[config.mk]
export PLATFORM = sky130hd
export DESIGN_NAME = speck_round_encrypt
export DESIGN_NICKNAME = d
export VERILOG_FILES = /design/src/rtl/speck_round_encrypt.sv
export SDC_FILE = /design/constraint.sdc
export NUM_CORES = 2
export LEC_CHECK = 0
export ABC_AREA = 1
export CAP_MARGIN = 20
export CORE_ASPECT_RATIO = 2
export CORE_MARGIN = 4
export CORE_UTILIZATION = 52
export DETAILED_ROUTE_END_ITERATION = 8
export PLACE_DENSITY_LB_ADDON = 0.1
export SLEW_MARGIN = 40
export SYNTH_ARGS = -nofsm -noshare
export SYNTH_HDL_FRONTEND = slang
export SYNTH_SLANG_ARGS = --single-unit
[constraint.sdc]
create_clock -name clk -period 35.7 [get_ports clk]
set_input_delay 8.925 -clock clk [delete_from_list [all_inputs] [get_ports clk]]
set_output_delay 8.925 -clock clk [all_outputs]
set_load 0.01 [all_outputs]
[src/rtl/speck_round_encrypt.sv]
// rtl/speck_round_encrypt.sv - one SPECK-128/128 key-schedule step and one round, each a multi-cycle FSM
// Optional macro SPECK_STATE_RESPONSE_EN exposes the FSM encodings on the state response ports.
module speck_round_encrypt #(
  parameter int WORD  = 64,
  parameter int ALPHA = 8,
  parameter int BETA  = 3
) (
  input  logic              clk,
  input  logic              rst,
  input  logic              ks_signal_start,
  input  logic [2*WORD-1:0] key,
  input  logic [WORD-1:0]   round_ctr,
  output logic [2*WORD-1:0] out_key,
  output logic              ks_finished,
  output logic [3:0]        ks_state_response,
  input  logic              rd_signal_start,
  input  logic [WORD-1:0]   subkey,
  input  logic [2*WORD-1:0] plaintext,
  output logic [2*WORD-1:0] ciphertext,
  output logic              rd_finished,
  output logic [3:0]        rd_state_response
);

  typedef enum logic [3:0] {
    IDLE = 4'd0,
    LOAD = 4'd1,
    ADD  = 4'd2,
    MIX  = 4'd3,
    DONE = 4'd4
  } state_e;

  function automatic logic [WORD-1:0] ror_a(input logic [WORD-1:0] v);
    return (v >> ALPHA) | (v << (WORD - ALPHA));
  endfunction

  function automatic logic [WORD-1:0] rol_b(input logic [WORD-1:0] v);
    return (v << BETA) | (v >> (WORD - BETA));
  endfunction

  state_e            ks_state_q;
  logic [WORD-1:0]   ks_k_q, ks_l_q, ks_c_q, ks_t_q;
  logic [2*WORD-1:0] ks_out_q;
  logic              ks_fin_q;
  logic [WORD-1:0]   ks_sum_d, ks_mix_d;

  state_e            rd_state_q;
  logic [WORD-1:0]   rd_x_q, rd_y_q, rd_s_q, rd_t_q;
  logic [2*WORD-1:0] rd_out_q;
  logic              rd_fin_q;
  logic [WORD-1:0]   rd_sum_d, rd_mix_d;

  // ks_t_q / rd_t_q hold the rotate-add word after LOAD, then the first result word after ADD.
  assign ks_sum_d = ror_a(ks_l_q) + ks_k_q;
  assign ks_mix_d = rol_b(ks_k_q) ^ ks_t_q;
  assign rd_sum_d = ror_a(rd_x_q) + rd_y_q;
  assign rd_mix_d = rol_b(rd_y_q) ^ rd_t_q;

  always_ff @(posedge clk or posedge rst) begin
    if (rst) begin
      ks_state_q <= IDLE;
      ks_k_q     <= '0;
      ks_l_q     <= '0;
      ks_c_q     <= '0;
      ks_t_q     <= '0;
      ks_out_q   <= '0;
      ks_fin_q   <= 1'b0;
    end else begin
      case (ks_state_q)
        IDLE, DONE: begin
          if (ks_signal_start) begin
            ks_k_q     <= key[2*WORD-1:WORD];
            ks_l_q     <= key[WORD-1:0];
            ks_c_q     <= round_ctr;
            ks_fin_q   <= 1'b0;
            ks_state_q <= LOAD;
          end
        end
        LOAD: begin
          ks_t_q     <= ks_sum_d;
          ks_state_q <= ADD;
        end
        ADD: begin
          ks_t_q     <= ks_t_q ^ ks_c_q;
          ks_state_q <= MIX;
        end
        MIX: begin
          ks_out_q   <= {ks_mix_d, ks_t_q};
          ks_fin_q   <= 1'b1;
          ks_state_q <= DONE;
        end
        default: ks_state_q <= IDLE;
      endcase
    end
  end

  always_ff @(posedge clk or posedge rst) begin
    if (rst) begin
      rd_state_q <= IDLE;
      rd_x_q     <= '0;
      rd_y_q     <= '0;
      rd_s_q     <= '0;
      rd_t_q     <= '0;
      rd_out_q   <= '0;
      rd_fin_q   <= 1'b0;
    end else begin
      case (rd_state_q)
        IDLE, DONE: begin
          if (rd_signal_start) begin
            rd_x_q     <= plaintext[2*WORD-1:WORD];
            rd_y_q     <= plaintext[WORD-1:0];
            rd_s_q     <= subkey;
            rd_fin_q   <= 1'b0;
            rd_state_q <= LOAD;
          end
        end
        LOAD: begin
          rd_t_q     <= rd_sum_d;
          rd_state_q <= ADD;
        end
        ADD: begin
          rd_t_q     <= rd_t_q ^ rd_s_q;
          rd_state_q <= MIX;
        end
        MIX: begin
          rd_out_q   <= {rd_t_q, rd_mix_d};
          rd_fin_q   <= 1'b1;
          rd_state_q <= DONE;
        end
        default: rd_state_q <= IDLE;
      endcase
    end
  end

  assign out_key     = ks_out_q;
  assign ks_finished = ks_fin_q;
  assign ciphertext  = rd_out_q;
  assign rd_finished = rd_fin_q;

`ifdef SPECK_STATE_RESPONSE_EN
  assign ks_state_response = ks_state_q;
  assign rd_state_response = rd_state_q;
`else
  assign ks_state_response = 4'h0;
  assign rd_state_response = 4'h0;
`endif

endmodule

After elaboration in Yosys (flattened, before gate mapping)
Index checks and enable logic that the tools add are counted.
{ "totals": {"regBits": 778, "out_inout_bits": 266, "elab_cells": 56} }
{ "op_classes": {"add_sub_neg": 2, "n_eq_ne": 10, "muxes": 10, "bitwise_logic": 8, "n_reduce_logical": 12} }
{ "ops": {"columns": ["cell", "count"], "rows": [
  ["$pmux W64 S2", 2],
  ["$xor A64 B64 Y64", 4],
  ["$add A64 B64 Y64", 2],
  ["$or A56 B64 Y64", 2],
  ["$or A64 B3 Y64", 2],
  ["$pmux W4 S4", 2],
  ["$eq A4 B2 Y1 const B", 4],
  ["$eq A4 B1 Y1 const B", 2],
  ["$eq A4 B3 Y1 const B", 2],
  ["$logic_not A4 Y1", 2],
  ["$mux W4", 2],
  ["$reduce_and A2 Y1", 4],
  ["$reduce_bool A2 Y1", 4],
  ["$ne A2 B2 Y1 const B", 2],
  ["$pmux W1 S2", 2],
  ["$reduce_or A2 Y1", 2],
  ["$mux W1", 2]
]} }

Depth between registers and ports, before layout
{ "depth": {"word_depth": 4, "ltp_mapped": 15, "mapped_depth_nobuf": 15} }

Least setup slack after synthesis
Ideal clock, no wire load.
{ "synth_path": {"path_kind": "input port to flip-flop", "startpoint": "input port rd_signal_start", "endpoint": "register rd_fin_q (netlist: rd_finished)", "setup_ns": 0.120, "t_arrival_ns": 9.775, "path_slack_ns": 25.804, "stages": 7, "n_path_buf": 2, "cell_sequence": "inv_1 > nor2_1 > clkinv_1 > clkbuf_1 > clkbuf_1 > nand2_1 > nand2_1"} }
{ "synth_via": {"elab_chain_cells": 2} }
{ "synth_rtl": {"columns": ["element", "line_no", "source"], "rows": [
  ["from (decl)", "16", "input logic rd_signal_start,"],
  ["$ne A2 B2 Y1 (no source line)", null, null],
  ["$reduce_and A2 Y1 (no source line)", null, null],
  ["to (signal assigned)", "104", "rd_fin_q <= 1'b0;"],
  ["to (signal assigned)", "112", "rd_fin_q <= 1'b0;"],
  ["to (signal assigned)", "126", "rd_fin_q <= 1'b1;"],
  ["to (decl)", "49", "logic rd_fin_q;"]
]} }
Every way passes these cells.
A chain may end at the register's enable or synchronous reset.

==> results.ini <==
[timing]
maxSlewViolCount = 0
setup_slack_ns = 24.46
rsz0062_at_grt = false
setup_tns_ns = 0
fin_crit_ns = 11.24
tightest_slew_ns = 0.9158
hold_viol = 0
fin_crit_sh_pct = 31.49
fin_skew_ns = 0.02138
setup_viol = 0
max_freq_ghz = 0.08895
max_slew_margin_pct = 38.95

[setup_path]
regToRegSetupSlack_ns = 32.24
rr_worst_depth = 12
critPathSlowestCell = buf_6
crit_required_ns = 36.47
arrival_ns = 12.02
critPathBufInv = 6
cp_slowest_stage_delay_ns = 0.56
crit_path_end_kind = asynchronous set/reset pin
cp_num_cells = 6
worstSetupStartpointType = input port
cp_top_family = buffers and inverters
critPathMaxFanout = 107
crit_type = input port to asynchronous set/reset pin
crit_path_cell_trace = clkdlybuf4s50_1 -> clkinv_8 -> buf_6 -> buf_4 -> buf_12 -> buf_16

[logic_synthesis]
synthCells = 6064
synth_top_area_cell = dfrtp_1
yosys_register_bits = 776
yosysSeqAreaShare_pct = 44.76
synth_warnings = 0
synth_edf_count = 0
synth_flop_cell = dfrtp_1
synthDistinctLibCells = 43
synthArstFlopShare_pct = 100.0
syn_area_um2 = 43390
netlist.area_leader.share_pct = 44.76
synthTopCellsByArea = dfrtp_1 (45%), nand2_1 (24%), inv_1 (5.8%)
synth_area_per_cell_um2 = 7.155

[drt]
via_per_inst = 5.302
drc = 0
firstDrtPassIters = 8
route.vias.total = 41080
first_iter_violations = 3282
routedWlPerCell_um = 21.42
routed_wl_um = 165900
drtAntennaViolNets = 0

[power]
power.leakage_nw = 28.22
power.density_nw_per_um2 = 111.0
ir_worst_vdd_uv = 76.38

[clock_network]
cts_root_buf = clkbuf_16
cts_hold_buf = 0
cts_setup_buffers = 0
cts_buffers = 71
htree_levels = 3
cts_tree = yes
clk_latency_ns = 0.68
clock_path_buffers = 3
cts_sinks = 776
clk_pin_slew_ns = 0.06
cts_resized = 0

[floorplanning]
ioPinCount = 654
core_area_um2 = 82590
rows = 149
die-height_um = 416.5
die_area_um2 = 88400
start_util_pct = 52.53
fp.dieW_um = 212.3

[layout]
nFillCells = 7486
nets = 7137
multi_input_area_um2 = 20640
regArea_um2 = 19420
drive_above_1_share_pct = 4.389
syn_to_final_growth_pct = 22.67

[worst_hold_path]
holdPathStages = 2
hold_class = register to register

[placed_design]
dpl_worst_slack_ns = 23.35
dp_hpwl_um = 128400
io_buffers = 645
gp_congestion = 1.069

[outcome]
status = completed

[global_routing]
grt_start_max_net_pins = 162
grtUsageTotal_pct = 36.78
antenna_found_initial = 17
grt_pass1_wl_um = 243900
first_global_vias = 41170
grt-ovfl-total = 0

[run]
maxCapViolCount = 0

-- worst min-delay path, stage by stage, from the launching register on --
cell,delay [ns]
dfrtp_1,0.34
nand2_1,0.05
nand2_1,0.05
-- kinds of logic after synthesis --
kind of cell | after synthesis | synth area share, %
and+or+nand+nor | 3449 | 31.65
buffers and inverters | 886 | 7.861
DFF | 776 | 44.76
AOI/OAI and AO/OA | 581 | 7.089
xor gates and xnor gates | 243 | 4.905
adders and majority gates | 128 | 3.726
other | 1 | 0.008643
-- cell usage in the layout, fill, tap and decap left out, drive strengths merged, types with 4 or more instances in the layout --
cell type / n
inv: 684
nand3b: 16
clkdlybuf4s50: 645
nor3: 25
a31oi: 24
buf: 34
or2: 45
nand3: 201
o221ai: 8
clkbuf: 96
diode: 15
nand2: 2812
nor2: 320
nor4: 8
xnor2: 145
conb: 8
xor2: 98
dfrtp: 776
bufinv: 5
clkinv: 26
a21oi: 280
o21ai: 230
a22oi: 28
a211oi: 4
ha: 126
nand4: 20
-- synthesized netlist by cell type (12+ instances only) --
library cell and count:
nand2_1 2784, dfrtp_1 776, inv_1 668, nor2_1 295, a21oi_1 277, o21ai_0 222
nand3_1 189, xnor2_1 145, clkbuf_1 131, ha_1 126, xor2_1 98, buf_2 44
or2_2 44, a22oi_1 28, nand2_2 28, a31oi_1 24, nor2_2 23, nand4_1 20
buf_1 19, nor3_1 18, nand3b_1 16, nand3_2 12
-- report_power, final --
part	switching [mW]	internal (mW)	total (mW)
Combinational	2.17	1.21	3.37
Sequential	0.410	1.32	1.73
Clock	0.365	0.437	0.802
Total	2.94	2.96	5.91
-- metal layers --
| layer | track usage [%] | vias to the layer above | part of all wire [%] |
|---|---|---|---|
| li1 | - | 19740 | - |
| met1 | 37.19 | 19220 | 33 |
| met3 | 6.759 | 533 | 6.1 |
| met2 | 65.24 | 1575 | 51 |
| met4 | 29.17 | 6 | 10 |
| met5 | 0 | - | 0.028 |
-- flip-flops by register name, indices dropped and copies added (netlist names) --
name and cells:
rd_x_q 64, rd_t_q 64, out_key 128, ks_k_q 64, rd_state_q 3, ks_t_q 64
rd_finished 1, ciphertext 128, ks_finished 1, ks_c_q 64, rd_y_q 64, rd_s_q 64
ks_l_q 64, ks_state_q 3
-- path summary, 6_finish.rpt --
kind | from | to
max | rst | rd_t_q[2]
min | ciphertext[95] | ciphertext[95]
max reg2reg | ks_k_q[23] | ks_t_q[56]
min reg2reg | ciphertext[95] | ciphertext[95]
max in group clk | rd_signal_start | rd_s_q[37]
min in group asynchronous | rst | out_key[33]
-- metrics by stage --
stage | utilization [%] | total power, mW | area (um2) | cells | hold WS [ns]
4_1_cts | 64.36 | 5.898 | 53150 | 7733 | 0.4735
6_report | 64.44 | 5.907 | 53220 | 7748 | 0.4726
5_1_grt | 64.42 | 6.317 | 53200 | 7741 | 0.4892
2_1_floorplan | - | 3.692 | 43410 | 6071 | 0.4459
3_3_place_gp | 61.37 | 4.995 | 50680 | 7601 | 0.4529
3_5_place_dp | 61.51 | 5.075 | 50800 | 7605 | 0.4582
-- layout make-up --
cell class                 count  area share (%)
multi-input combinational   4409           38.79
inverter                     684           4.899
tap                         1057           2.485
clock buffer                  96           3.780
timing repair buffer         679           12.84
sequential                   776           36.49
antenna                       15         0.07053
clock inverter                32          0.6512
(Power assumes the default switching activity.)
